===== config.mk =====
export PLATFORM = sky130hd
export DESIGN_NAME = data_mem_bridge_flat
export DESIGN_NICKNAME = d
export VERILOG_FILES = /design/src/rtl/data_mem_bridge_if.sv /design/src/rtl/data_mem_bridge.sv /design/src/flat_wrapper.sv
export SDC_FILE = /design/constraint.sdc
export NUM_CORES = 1
export LEC_CHECK = 0
export ABC_AREA = 0
export CAP_MARGIN = 30
export CORE_AREA = 10 10 163 165
export CTS_CLUSTER_SIZE = 30
export DETAILED_ROUTE_END_ITERATION = 8
export DIE_AREA = 0 0 173 175
export PLACE_DENSITY = 0.65
export SYNTH_ARGS = -nofsm -noshare
export SYNTH_HDL_FRONTEND = slang
export SYNTH_SLANG_ARGS = --single-unit
export TNS_END_PERCENT = 100

===== constraint.sdc =====
create_clock -name clk -period 6.5 [get_ports clk]
set_input_delay 1.3 -clock clk [delete_from_list [all_inputs] [get_ports clk]]
set_output_delay 1.3 -clock clk [all_outputs]
set_load 0.01 [all_outputs]

===== src/rtl/data_mem_bridge_if.sv =====
`default_nettype none
// +--------------------------------------------------------------------+
// | data_mem_bridge_if : word-oriented memory bus between bridge & RAM  |
// | Revision 1.0                                                        |
// +--------------------------------------------------------------------+
interface data_mem_bridge_if;
   logic        mem_req_o;
   logic        mem_we_o;
   logic [31:0] mem_addr_o;
   logic [3:0]  mem_be_o;
   logic [31:0] mem_wdata_o;
   logic        mem_ack_i;
   logic [31:0] mem_rdata_i;

   modport master (
      output mem_req_o, mem_we_o, mem_addr_o, mem_be_o, mem_wdata_o,
      input  mem_ack_i, mem_rdata_i
   );

   modport slave (
      input  mem_req_o, mem_we_o, mem_addr_o, mem_be_o, mem_wdata_o,
      output mem_ack_i, mem_rdata_i
   );
endinterface
`default_nettype wire


===== src/rtl/data_mem_bridge.sv =====
`default_nettype none
// +--------------------------------------------------------------------+
// | data_mem_bridge : core load/store to word memory, split unaligned   |
// | Revision 1.0                                                        |
// +--------------------------------------------------------------------+
module data_mem_bridge #(
   parameter int TIMEOUT_CYCLES = 255,
   parameter int TIMEOUT_W      = 8
) (
   input  wire logic        clk,
   input  wire logic        reset,
   input  wire logic        req_valid_i,
   input  wire logic        RAM_rw_i,
   input  wire logic [31:0] RAM_Addr_i,
   input  wire logic [31:0] RAM_DATA_i,
   input  wire logic [2:0]  RAM_DATA_control_i,
   output logic             stall_o,
   output logic [31:0]      load_data_o,
   output logic             done_o,
   output logic             err_o,
   data_mem_bridge_if.master mem
);

   localparam logic [1:0] S_IDLE  = 2'd0;
   localparam logic [1:0] S_BEAT0 = 2'd1;
   localparam logic [1:0] S_BEAT1 = 2'd2;
   localparam logic [1:0] S_DONE  = 2'd3;

   localparam logic [TIMEOUT_W-1:0] TMO_LAST = TIMEOUT_W'(TIMEOUT_CYCLES - 1);
   localparam logic [TIMEOUT_W-1:0] TMO_ONE  = TIMEOUT_W'(1);

   logic [1:0]           state_q, state_d;
   logic                 rw_q;
   logic [31:0]          addr_q;
   logic [31:0]          wdata_q;
   logic [2:0]           f3_q;
   logic [TIMEOUT_W-1:0] tcnt_q;
   logic [31:0]          rbuf_q;
   logic                 err_q;
   logic [31:0]          load_q;

   logic        w_req_invalid;
   logic        w_in_beat;
   logic [1:0]  w_off;
   logic [4:0]  w_sh;
   logic [5:0]  w_sh_hi;
   logic [3:0]  w_mask;
   logic [7:0]  w_be_full;
   logic        w_split;
   logic        w_timeout;
   logic        w_last_ack;
   logic [31:0] w_rd0;
   logic [31:0] w_rd1;
   logic [31:0] w_assembled;
   logic [31:0] w_load_ext;
   logic [31:0] w_base;

   assign w_req_invalid = (RAM_DATA_control_i == 3'b011) ||
                          (RAM_DATA_control_i[2:1] == 2'b11) ||
                          (RAM_DATA_control_i[2] && RAM_rw_i);

   assign w_in_beat = (state_q == S_BEAT0) || (state_q == S_BEAT1);
   assign w_off     = addr_q[1:0];
   assign w_sh      = {w_off, 3'b000};
   assign w_sh_hi   = 6'd32 - {1'b0, w_sh};
   assign w_base    = {addr_q[31:2], 2'b00};

   always_comb begin
      case (f3_q[1:0])
         2'b00:   w_mask = 4'b0001;
         2'b01:   w_mask = 4'b0011;
         default: w_mask = 4'b1111;
      endcase
   end

   // Upper nibble of the shifted mask is the lane set spilling into the next word.
   assign w_be_full  = {4'b0000, w_mask} << w_off;
   assign w_split    = |w_be_full[7:4];
   assign w_timeout  = w_in_beat && !mem.mem_ack_i && (tcnt_q == TMO_LAST);
   assign w_last_ack = w_in_beat && mem.mem_ack_i && ((state_q == S_BEAT1) || !w_split);

   assign w_rd0       = mem.mem_rdata_i >> w_sh;
   assign w_rd1       = mem.mem_rdata_i << w_sh_hi;
   assign w_assembled = (state_q == S_BEAT1) ? (rbuf_q | w_rd1) : w_rd0;

   always_comb begin
      case (f3_q)
         3'b000:  w_load_ext = {{24{w_assembled[7]}}, w_assembled[7:0]};
         3'b001:  w_load_ext = {{16{w_assembled[15]}}, w_assembled[15:0]};
         3'b010:  w_load_ext = w_assembled;
         3'b100:  w_load_ext = {24'd0, w_assembled[7:0]};
         3'b101:  w_load_ext = {16'd0, w_assembled[15:0]};
         default: w_load_ext = 32'd0;
      endcase
   end

   always_ff @(posedge clk or posedge reset) begin
      if (reset) begin
         state_q <= S_IDLE;
      end else begin
         state_q <= state_d;
      end
   end

   always_comb begin
      state_d = state_q;
      case (state_q)
         S_IDLE: begin
            if (req_valid_i) begin
               state_d = w_req_invalid ? S_DONE : S_BEAT0;
            end
         end
         S_BEAT0: begin
            if (mem.mem_ack_i) begin
               state_d = w_split ? S_BEAT1 : S_DONE;
            end else if (w_timeout) begin
               state_d = S_DONE;
            end
         end
         S_BEAT1: begin
            if (mem.mem_ack_i || w_timeout) begin
               state_d = S_DONE;
            end
         end
         default: state_d = S_IDLE;
      endcase
   end

   always_comb begin
      stall_o         = ((state_q == S_IDLE) && req_valid_i) || w_in_beat;
      done_o          = (state_q == S_DONE);
      err_o           = (state_q == S_DONE) && err_q;
      load_data_o     = load_q;
      mem.mem_req_o   = w_in_beat;
      mem.mem_we_o    = 1'b0;
      mem.mem_addr_o  = 32'd0;
      mem.mem_be_o    = 4'b0000;
      mem.mem_wdata_o = 32'd0;
      if (state_q == S_BEAT0) begin
         mem.mem_we_o    = rw_q;
         mem.mem_addr_o  = w_base;
         mem.mem_be_o    = w_be_full[3:0];
         mem.mem_wdata_o = wdata_q << w_sh;
      end else if (state_q == S_BEAT1) begin
         mem.mem_we_o    = rw_q;
         mem.mem_addr_o  = w_base + 32'd4;
         mem.mem_be_o    = w_be_full[7:4];
         mem.mem_wdata_o = wdata_q >> w_sh_hi;
      end
   end

   always_ff @(posedge clk or posedge reset) begin
      if (reset) begin
         rw_q    <= 1'b0;
         addr_q  <= 32'd0;
         wdata_q <= 32'd0;
         f3_q    <= 3'd0;
         tcnt_q  <= '0;
         rbuf_q  <= 32'd0;
         err_q   <= 1'b0;
         load_q  <= 32'd0;
      end else begin
         case (state_q)
            S_IDLE: begin
               if (req_valid_i) begin
                  rw_q    <= RAM_rw_i;
                  addr_q  <= RAM_Addr_i;
                  wdata_q <= RAM_DATA_i;
                  f3_q    <= RAM_DATA_control_i;
                  tcnt_q  <= '0;
                  err_q   <= w_req_invalid;
                  if (w_req_invalid) begin
                     load_q <= 32'd0;
                  end
               end
            end
            S_BEAT0, S_BEAT1: begin
               if (mem.mem_ack_i) begin
                  tcnt_q <= '0;
                  if (state_q == S_BEAT0) begin
                     rbuf_q <= w_rd0;
                  end
                  if (w_last_ack) begin
                     load_q <= rw_q ? 32'd0 : w_load_ext;
                  end
               end else if (w_timeout) begin
                  err_q  <= 1'b1;
                  load_q <= 32'd0;
                  tcnt_q <= '0;
               end else begin
                  tcnt_q <= tcnt_q + TMO_ONE;
               end
            end
            default: begin
            end
         endcase
      end
   end

endmodule
`default_nettype wire

===== src/flat_wrapper.sv =====
// flat-port wrapper written by rule: the top's interface ports become plain ports
module data_mem_bridge_flat 
#(
   parameter int TIMEOUT_CYCLES = 255,
   parameter int TIMEOUT_W      = 8
)
  (clk, reset, req_valid_i, RAM_rw_i, RAM_Addr_i, RAM_DATA_i, RAM_DATA_control_i, stall_o, load_data_o, done_o, err_o, mem_mem_req_o, mem_mem_we_o, mem_mem_addr_o, mem_mem_be_o, mem_mem_wdata_o, mem_mem_ack_i, mem_mem_rdata_i);
  data_mem_bridge_if mem_i ();
  input  wire logic clk;
  input  wire logic reset;
  input  wire logic req_valid_i;
  input  wire logic RAM_rw_i;
  input  wire logic [31:0] RAM_Addr_i;
  input  wire logic [31:0] RAM_DATA_i;
  input  wire logic [2:0] RAM_DATA_control_i;
  output logic stall_o;
  output logic [31:0] load_data_o;
  output logic done_o;
  output logic err_o;
  output wire logic [$bits(mem_i.mem_req_o)-1:0] mem_mem_req_o;
  output wire logic [$bits(mem_i.mem_we_o)-1:0] mem_mem_we_o;
  output wire logic [$bits(mem_i.mem_addr_o)-1:0] mem_mem_addr_o;
  output wire logic [$bits(mem_i.mem_be_o)-1:0] mem_mem_be_o;
  output wire logic [$bits(mem_i.mem_wdata_o)-1:0] mem_mem_wdata_o;
  input wire logic [$bits(mem_i.mem_ack_i)-1:0] mem_mem_ack_i;
  input wire logic [$bits(mem_i.mem_rdata_i)-1:0] mem_mem_rdata_i;
  assign mem_mem_req_o = mem_i.mem_req_o;
  assign mem_mem_we_o = mem_i.mem_we_o;
  assign mem_mem_addr_o = mem_i.mem_addr_o;
  assign mem_mem_be_o = mem_i.mem_be_o;
  assign mem_mem_wdata_o = mem_i.mem_wdata_o;
  assign mem_i.mem_ack_i = mem_mem_ack_i;
  assign mem_i.mem_rdata_i = mem_mem_rdata_i;
  data_mem_bridge #(.TIMEOUT_CYCLES(TIMEOUT_CYCLES), .TIMEOUT_W(TIMEOUT_W)) u_core (.clk(clk), .reset(reset), .req_valid_i(req_valid_i), .RAM_rw_i(RAM_rw_i), .RAM_Addr_i(RAM_Addr_i), .RAM_DATA_i(RAM_DATA_i), .RAM_DATA_control_i(RAM_DATA_control_i), .stall_o(stall_o), .load_data_o(load_data_o), .done_o(done_o), .err_o(err_o), .mem(mem_i));
endmodule

**After elaboration in Yosys (flattened, before gate mapping)**

Index checks and enable logic that the tools add are counted.
W data, S select, Z words.

- $add $sub $neg: 3
- Equality and inequality tests: 19
- Shift operators: 5
- Muxes and demuxes: 33
- Bitwise operators: 1
- Reductions and logical operators: 27

Operators by type and width:

| kind | number |
|---|---|
| $mux W32 | 11 |
| $pmux W32 S5 | 1 |
| $pmux W32 S2 | 1 |
| $add A32 B3 Y32 const B | 1 |
| $or A32 B32 Y32 | 1 |
| $shl A32 B5 Y32 | 1 |
| $shl A32 B6 Y32 | 1 |
| $shr A32 B5 Y32 | 1 |
| $shr A32 B6 Y32 | 1 |
| $mux W8 | 3 |
| $pmux W8 S2 | 1 |
| $mux W2 | 5 |
| $ne A3 B2 Y1 const B | 3 |
| $add A8 B1 Y8 const B | 1 |
| $eq A8 B8 Y1 const B | 1 |
| $mux W4 | 2 |
| $pmux W4 S2 | 1 |
| $shl A4 B2 Y8 | 1 |
| $logic_and A1 B1 Y1 | 7 |
| $eq A2 B2 Y1 const B | 3 |
| $eq A3 B2 Y1 const B | 2 |
| $eq A3 B3 Y1 const B | 2 |
| $logic_or A1 B1 Y1 | 6 |
| $mux W1 | 6 |
| other kinds (17) | 25 |

- Register bits: 143
- Input port bits: 104
- Output and inout bits: 105
- Logic and storage cells: 97

**Depth between registers and ports, before layout**

- Word-level depth: 10
- Gate-level depth with buffers: 12
- Mapped depth without buffers: 7

**Worst setup path after synthesis**

OpenSTA, ideal clock, no wires.

- Kind: reg2out
- Start point: register u_core.addr_q[0]
- End point: output port mem_mem_wdata_o[4]
- Arrival time: 2,629 ps
- Required time: 5,200 ps
- Setup slack: 2,571 ps
- Stages on the path, launching flop included: 11
- Cell sequence: dfrtp_1 > inv_2 > clkbuf_1 > buf_1 > ha_1 > buf_2 > clkbuf_1 > clkbuf_1 > mux2i_1 > nand2_1 > a32o_1

- Cells in the longest elaborated chain, start to end: 4
- Elaborated cells between the ends (all ways): 5
- Those cells by class: add/sub (1); shift (2); mux (2)

RTL lines:

| element | RTL line | RTL |
|---|---|---|
| start: declaration | data_mem_bridge.sv:34 | `logic [31:0] addr_q;` |
| start signal: assignment | data_mem_bridge.sv:167 | `addr_q <= RAM_Addr_i;` |
| $sub A6 B5 Y6 | data_mem_bridge.sv:65 | `assign w_sh_hi = 6'd32 - {1'b0, w_sh};` |
| $shr A32 B6 Y32 | data_mem_bridge.sv:148 | `mem.mem_wdata_o = wdata_q >> w_sh_hi;` |
| $mux W32 | data_mem_bridge.sv:144 | `end else if (state_q == S_BEAT1) begin` |
| $mux W32 * | data_mem_bridge.sv:139 | `if (state_q == S_BEAT0) begin` |
| end: declaration | flat_wrapper.sv:24 | `output wire logic [$bits(mem_i.mem_wdata_o)-1:0] mem_mem_wdata_o;` |

Every way passes the cells marked *; elsewhere a longest branch is shown, timed or not.

**Worst setup path after layout**

- Start point: register u_core.addr_q[0]
- End point: output port mem_mem_wdata_o[26]

The elaborated chain is that of the path after synthesis.

==> implementation parameters <==
Parameter                              Value

Placement
  Post-detailed-placement half-perimeter wirelength ... 21.7 mm
  Cells after DPL ... between 1000 and 1500
  Port buffer count ... about 210
  Final weighted congestion in routability-driven placement ... about 0.9

Min path
  Worst hold path stage count ... 2
  Start point of the worst hold path ... u_core.load_data_o[14]
  Hold path endpoint ... u_core.load_data_o[14]
  Worst min-delay path class ... flop to flop

Global routing
  Number of antenna violations at the first check in global routing ... 3
  Global route overflow ... 0
  Maximum number of pins on one net before global-route repair ... 90
  Vias in the first global route ... 8249
  GRT Total Usage ... slightly below 20%
  First-pass GRT wire length ... 47.4 mm

Setup path
  Length in cells of the worst reg-to-reg path ... 8
  Setup slack on the worst flop-to-flop path ... 2.66 ns
  Required time at the endpoint of the critical path ... approximately 5.2 ns
  Maximum fanout along the worst path ... 36
  Launch instance of the worst register-to-register path ... u_core.addr_q[0]
  Endpoint of the worst-slack reg-to-reg timing path ... u_core.load_data_o[29]
  Critical Path Sink Type ... primary output
  Startpoint class of the critical path ... flop
  Kind of critical path ... flop to primary output
  Arrival time reported for the critical path endpoint ... 4.18 ns

Detailed routing
  Remaining routing DRC violations ... 0
  ANT nets after route ... 0
  WL per Instance ... 20.2 um
  First-pass DRT Iterations ... 5
  Number of DRC markers after the initial detailed-route iteration ... about 760
  Number of vias after detailed routing ... 8413
  Total wire length ... 30.3 mm
  Vias per std cell ... 5.60

Synth
  Ys Warns ... 0
  Share of the yosys chip area belonging to registers ... about two fifths
  Number of instances in the synthesized netlist ... about 1000
  Netlist cell types ... 72
  Top FF cell, synth ... dfrtp_1
  Synthesized area per cell ... 9.16 um^2
  Share of async-settable or async-resettable flops after synthesis ... between 90% and 100%
  Area of the mapped netlist ... 9130 um^2
  Post-synth EDFFs ... 0
  Synthesized flop and latch total ... approximately 140

STA
  Measured slew at the worst slew-check pin ... 1.00 ns
  Final clock skew ... 0.00990 ns
  Hold violation count in the final report ... 0
  Unrepaired setup endpoints after global routing ... no
  Final setup vio count ... 0
  Time the final worst path needs with I/O delays and setup ... 5.48 ns
  Number of slew-limit violations in the final report ... 0
  Maximum frequency from static timing analysis ... between 150 and 200 MHz
  Headroom to the max-slew limit ... 33.2%
  Post-route clock period utilization ... 84.4%
  Worst Hold Margin ... 0.483 ns
  Sum Neg Setup Slack ... 0 ns

CTS
  TritonCTS clock tree ... done
  Post_cts resized ... 0
  Clock-pin transition on the worst setup and hold timing paths ... 0.06 ns
  H-tree depth reported by CTS ... 4
  Cell at the root of the clock tree ... clkbuf_16
  Source-to-sink clock delay at the later pin of the worst-skew pair ... 0.42 ns
  Number of buffers inserted by hold repair at cts ... 0
  Number of buffers added for setup after CTS ... 0
  Clock tree sinks ... 143
  TritonCTS Buffers ... 17
  Max Buffers Root-to-Sink ... 2

Layout
  Area added between synthesis and finish ... 30.6%
  Fillcell total ... 2200
  Finished Core Util ... between 50 and 60%
  Layout cells sized above 1 ... a little over an eighth
  Non-filler cells in the finished layout ... 1501
  Nets ... 1279

Pwr
  Net Switching ... between 2 and 3 mW
  Total power ... ~6.4 mW
  Power per unit of standard cell area ... 541 nW/um^2
  P_int ... 3.54 mW
  Fraction of power spent switching nets ... between 40% and 50%
  Leakage Power ... 4.88 nW
  Peak supply drop ... approximately 0.00027 V
  Clock network fraction of total power ... 14.7%
  Share of total power in combinational logic ... 58.8%
  Part of the power in registers ... 26.5%

Die
  Die width ... 173 um
  Top-level port count ... about 210
  Effective utilization at floorplan ... 39.2%
  Die footprint ... 30300 um^2
  Die span in y ... roughly 180 um
  Number of placement rows ... 56
  Standard cell core area ... approximately 23000 um^2

Run
  Max Cap Viol ... 0

Outcome
  Outcome ... finished, final reports clean
[power groups by stage]
stage / clock network [mW] / registers (mW) / logic [mW]
6_report: 0.945 / 1.71 / 3.79
5_1_grt: 1.00 / 1.77 / 4.15
4_1_cts: 0.966 / 1.70 / 3.80
3_5_place_dp: 0 / 1.71 / 3.78
3_3_place_gp: 0 / 1.70 / 3.75
2_1_floorplan: 0 / 1.56 / 2.50
[critical path, stage by stage, from the launching register on]
cell and delay [ns]:
dfrtp_4 0.65, inv_2 0.55, ha_1 0.35, nor2_1 0.37, nand2_1 0.29, a21oi_1 0.71, nand2_1 0.11, o21ai_0 0.15
clkdlybuf4s50_1 0.60
[registers in the layout, summed over array words and instances (netlist names)]
register and count:
u_core.addr_q 32, u_core.load_data_o 32, u_core.rbuf_q 32, u_core.wdata_q 32, u_core.tcnt_q 8, u_core.f3_q 3, u_core.state_q 2, u_core.err_q 1
u_core.rw_q 1
[placed cells by master (no fill, tap or decap), types with 4 or more instances in the layout]
| cell type | instances |
|---|---|
| a2111oi_0 | 7 |
| a211o_1 | 7 |
| a21oi_1 | 86 |
| a221o_1 | 15 |
| a221oi_1 | 6 |
| a22oi_1 | 7 |
| a311oi_1 | 6 |
| a31oi_1 | 12 |
| a32o_1 | 13 |
| and3_1 | 6 |
| and4_1 | 4 |
| buf_4 | 12 |
| clkbuf_16 | 17 |
| clkdlybuf4s50_1 | 206 |
| clkinv_2 | 6 |
| dfrtp_1 | 141 |
| ha_1 | 9 |
| inv_1 | 13 |
| inv_6 | 5 |
| mux2_2 | 96 |
| mux2i_1 | 54 |
| nand2_1 | 144 |
| nand2b_1 | 13 |
| nand3_1 | 17 |
| nand4_1 | 5 |
| nor2_1 | 87 |
| nor2b_1 | 4 |
| nor3_1 | 8 |
| o21ai_0 | 69 |
| o21bai_1 | 6 |
| o22ai_1 | 14 |
| o31ai_1 | 4 |
| or3_1 | 9 |
| xnor2_1 | 7 |
| xor2_1 | 5 |
[per-layer routing]
metal / part of all wire (%) / GRT usage, % / up-vias
li1: - / - / 3986
met1: 43 / 24.6 / 4056
met2: 46 / 30.4 / 339
met3: 9.4 / 6.88 / 32
met4: 1.6 / 6.11 / 0
met5: 0 / 0 / -
[synthesized netlist by cell type, types with 14 or more instances]
cell      number  area (um^2)
inv_1         14         52.6
nor2_1        87          327
dfrtp_1      143         3580
a21oi_1       86          430
mux2_2        96         1080
nand3_1       17         85.1
nand2_1      145          544
o21ai_0       69          345
clkbuf_1      25         93.8
o22ai_1       14         87.6
buf_2         23          115
mux2i_1       54          541
a221o_1       15          150
[final cells by class]
| cell class | instances | area [um^2] | area share [%] |
|---|---|---|---|
| clock inverter | 13 | 110 | 0.924 |
| timing repair buffer | 218 | 2150 | 18.1 |
| clock buffer | 19 | 443 | 3.72 |
| tap | 319 | 399 | 3.35 |
| multi-input combinational | 771 | 5160 | 43.3 |
| antenna | 3 | 7.51 | 0.0630 |
| inverter | 15 | 61.3 | 0.514 |
| sequential | 143 | 3580 | 30.1 |
[worst max-delay path by stage]
stage                                start                  end  slack [ns]  cells after the start
final                     u_core.addr_q[0]  mem_mem_wdata_o[26]        1.02                      8
after floorplan                      reset     u_core.addr_q[0]        1.36                      1
after detailed placement  u_core.addr_q[0]  mem_mem_wdata_o[26]        1.41                      8
after CTS                 u_core.addr_q[0]  mem_mem_wdata_o[26]        0.96                      8
after global routing      u_core.addr_q[0]  mem_mem_wdata_o[26]        0.65                      8
after global placement    u_core.addr_q[0]  mem_mem_wdata_o[26]        1.52                      8
[stage by stage]
step	instance area, um^2	worst slack (ns)
2_1_floorplan	9130	1.36
3_3_place_gp	11400	1.52
3_5_place_dp	11400	1.41
4_1_cts	11900	0.960
5_1_grt	11900	0.652
6_report	11900	1.02
[cells by family (layout without fill, tap and decap cells)]
logic type | Yosys count | after routing | share of synthesized area (%)
other cells | 1 | 5 | 0.0411
xor+xnor | 12 | 12 | 1.15
compound gates | 276 | 276 | 19.9
flops | 143 | 143 | 39.2
mux | 154 | 154 | 18.4
fa+ha+maj | 9 | 9 | 1.23
buf+inv | 84 | 265 | 4.32
simple gates | 318 | 318 | 15.8
Note: power is estimated with default switching activity, not from simulation.
==> edit: new RTL, config.mk and constraints unchanged <==
`TIMEOUT_W` is set to 8 in 2 places; all go to 12.
--- a/src/rtl/data_mem_bridge.sv
+++ b/src/rtl/data_mem_bridge.sv
@@ -6,5 +6,5 @@
 module data_mem_bridge #(
    parameter int TIMEOUT_CYCLES = 255,
-   parameter int TIMEOUT_W      = 8
+   parameter int TIMEOUT_W      = 12
 ) (
    input  wire logic        clk,
--- a/src/flat_wrapper.sv
+++ b/src/flat_wrapper.sv
@@ -3,5 +3,5 @@
 #(
    parameter int TIMEOUT_CYCLES = 255,
-   parameter int TIMEOUT_W      = 8
+   parameter int TIMEOUT_W      = 12
 )
   (clk, reset, req_valid_i, RAM_rw_i, RAM_Addr_i, RAM_DATA_i, RAM_DATA_control_i, stall_o, load_data_o, done_o, err_o, mem_mem_req_o, mem_mem_we_o, mem_mem_addr_o, mem_mem_be_o, mem_mem_wdata_o, mem_mem_ack_i, mem_mem_rdata_i);
Formal check against the unedited RTL: no difference found for any inputs over 4 cycles, from zero or initial values and one cycle with reset high; that may be too few to reach the edited logic, so the function may still have changed.
==> edit against the original RTL <==
- setup slack worse by 87 ps
- maximum frequency shrank 1.6%
- routed wire length decreased by 1.3%
- global-route usage fell by 0.061 points
- power rose by 0.55%
- largest cell class unchanged
- register-to-register slack worse by 200 ps
- final cell count decreased by 0.93%
- non-clock buffer count grew 3
- sequential share of layout area increased by 0.13 points
- sequential cell count is 4 higher
- area after synthesis is 1.1% higher
- worst hold slack worse by 7.5 ps
- design area is 2.3% higher
==> edit: results (changes against the original RTL) <==
status: "finished clean"
viasPerCell: 5.58  # -0.43%
fill_cells: 2140  # -2.7%
ys_top_cells_by_area: "dfrtp_1 40%, mux2_2 12%, mux2i_1 5.4%"
synthAdderAreaFrac_pct: 1.22  # -0.014 points
yosysSeqAreaShare_pct: 39.8  # +0.64 points
layout.nets: 1267  # -0.94%
finClkSkew_ps: 10.1  # +0.218 ps
synthTopCellsByCount: "147 x dfrtp_1, 127 x nand2_1, 96 x mux2_2, 70 x nor2_1, 65 x a21oi_1"
cp_max_fo: 36  # unchanged
antenna_found_initial: 1  # -2
dp_hpwl_microns: 21300  # -1.5%
pre_cts_ws_ps: 1420  # +4.83 ps
cp-endpoint: "mem_mem_wdata_o[27]"
grt_pass1_vias: 8334  # +1.0%
ir_worst_vdd_mv: 0.243  # -9.8%
post_synth_num_cell_types: 61  # -15%
grt_use_total_pct: 19.4  # -0.061 points
drive_above_1_share_pct: 14.1  # +0.31 points
finalNonFillerCells: 1487  # -0.93%
cp_data_arrival_time_ps: 4270  # +90 ps
layout_setup_ws_ps: 929  # -86.8 ps
cp_slowest_cell: "a21oi_1"
p_leak_uw: 0.00497  # +1.7%
switching_share_pct: 43.5  # -1.6 points
synth_compound_area_share_pct: 20.3  # +0.44 points
synthMuxAreaShare_pct: 17.4  # -1.0 points
max-slew-margin-rel_pct: 30.6  # -2.6 points
placedCellCount: 1454  # -0.82%
crit_start: "u_core.addr_q[0]$_DFFE_PP0P_"
gp_congestion: 0.847  # -3.1%
cpPeakStageDelay_ps: 880  # +170 ps
timing.rr.end: "u_core.load_data_o[16]$_DFFE_PP0P_"
synth-xor-area-share_pct: 2.66  # +1.5 points
holdWs_ps: 475  # -7.54 ps
cp_top_family: "compound AO/OA/AOI/OAI gates"
rrSetupSlack_ps: 2460  # -200 ps
drtIter0Drc: 742  # -1.9%
grt_max_degree: 99  # +10%
wire_per_inst_microns: 20.1  # -0.33%
edit: worst min-delay path by stage:
| stage | endpoint | start | cells after the start |
|---|---|---|---|
| final | u_core.rbuf_q[24]$_DFFE_PP0P_ | u_core.rbuf_q[24]$_DFFE_PP0P_ | 2 |
| after global routing | u_core.rbuf_q[16]$_DFFE_PP0P_ | u_core.rbuf_q[16]$_DFFE_PP0P_ | 2 |
| after CTS | u_core.rbuf_q[24]$_DFFE_PP0P_ | u_core.rbuf_q[24]$_DFFE_PP0P_ | 2 |
| after detailed placement | u_core.rbuf_q[16]$_DFFE_PP0P_ | u_core.rbuf_q[16]$_DFFE_PP0P_ | 2 |
| after global placement | u_core.rbuf_q[20]$_DFFE_PP0P_ | u_core.rbuf_q[20]$_DFFE_PP0P_ | 2 |
| after floorplan | u_core.rbuf_q[16]$_DFFE_PP0P_ | u_core.rbuf_q[16]$_DFFE_PP0P_ | 2 |
edit: final cells by class:
| class | instances | share of cell area [%] |
|---|---|---|
| repair buffers | 221 | 18.1 |
| clock inverters | 12 | 1.19 |
| clock buffers | 20 | 3.83 |
| well taps | 319 | 3.27 |
| multi-input cells | 753 | 42.9 |
| flip-flops and latches | 147 | 30.2 |
| diodes | 1 | 0.0205 |
| inverters | 14 | 0.472 |
edit: cell families (layout without fill, tap and decap cells):
logic type | count (synthesis) | count (layout)
AND/OR/NAND/NOR | 293 | 293
XOR/XNOR | 28 | 28
multiplexers | 147 | 147
buffers and inverters | 81 | 267
adder cells (fa/ha/maj) | 9 | 9
AO/OA/AOI/OAI | 274 | 274
flip-flops | 147 | 147
other | 1 | 3
edit: metrics by stage:
stage               utilization [%]  area, sq um
floorplan                         -         9240
global placement               49.5        11500
detailed placement             49.8        11600
CTS                            52.4        12200
global route                   52.4        12200
finish                         52.4        12200
edit: power groups by stage:
stage / Clock (uW) / Sequential [uW] / Combinational (uW)
floorplan: 0 / 1590 / 2410
global placement: 0 / 1670 / 3730
detailed placement: 0 / 1680 / 3790
CTS: 1050 / 1660 / 3810
global route: 1080 / 1730 / 4140
finish: 1020 / 1670 / 3790
edit: per-layer routing:
layer,vias to the layer above,global-route usage (%),routed length [microns]
met2,268,31.9,14400
met4,0,4.71,352
met1,4051,24.7,13000
met5,-,0,0
met3,31,5.32,2180
li1,3949,-,-
edit: worst register-to-register path, stage by stage (launching register included):
cell and delay (ps):
dfrtp_4 470, inv_2 490, ha_1 360, buf_4 270, nor2_1 580, a31oi_1 260, mux4_2 540, nor4_4 760
a221o_1 230
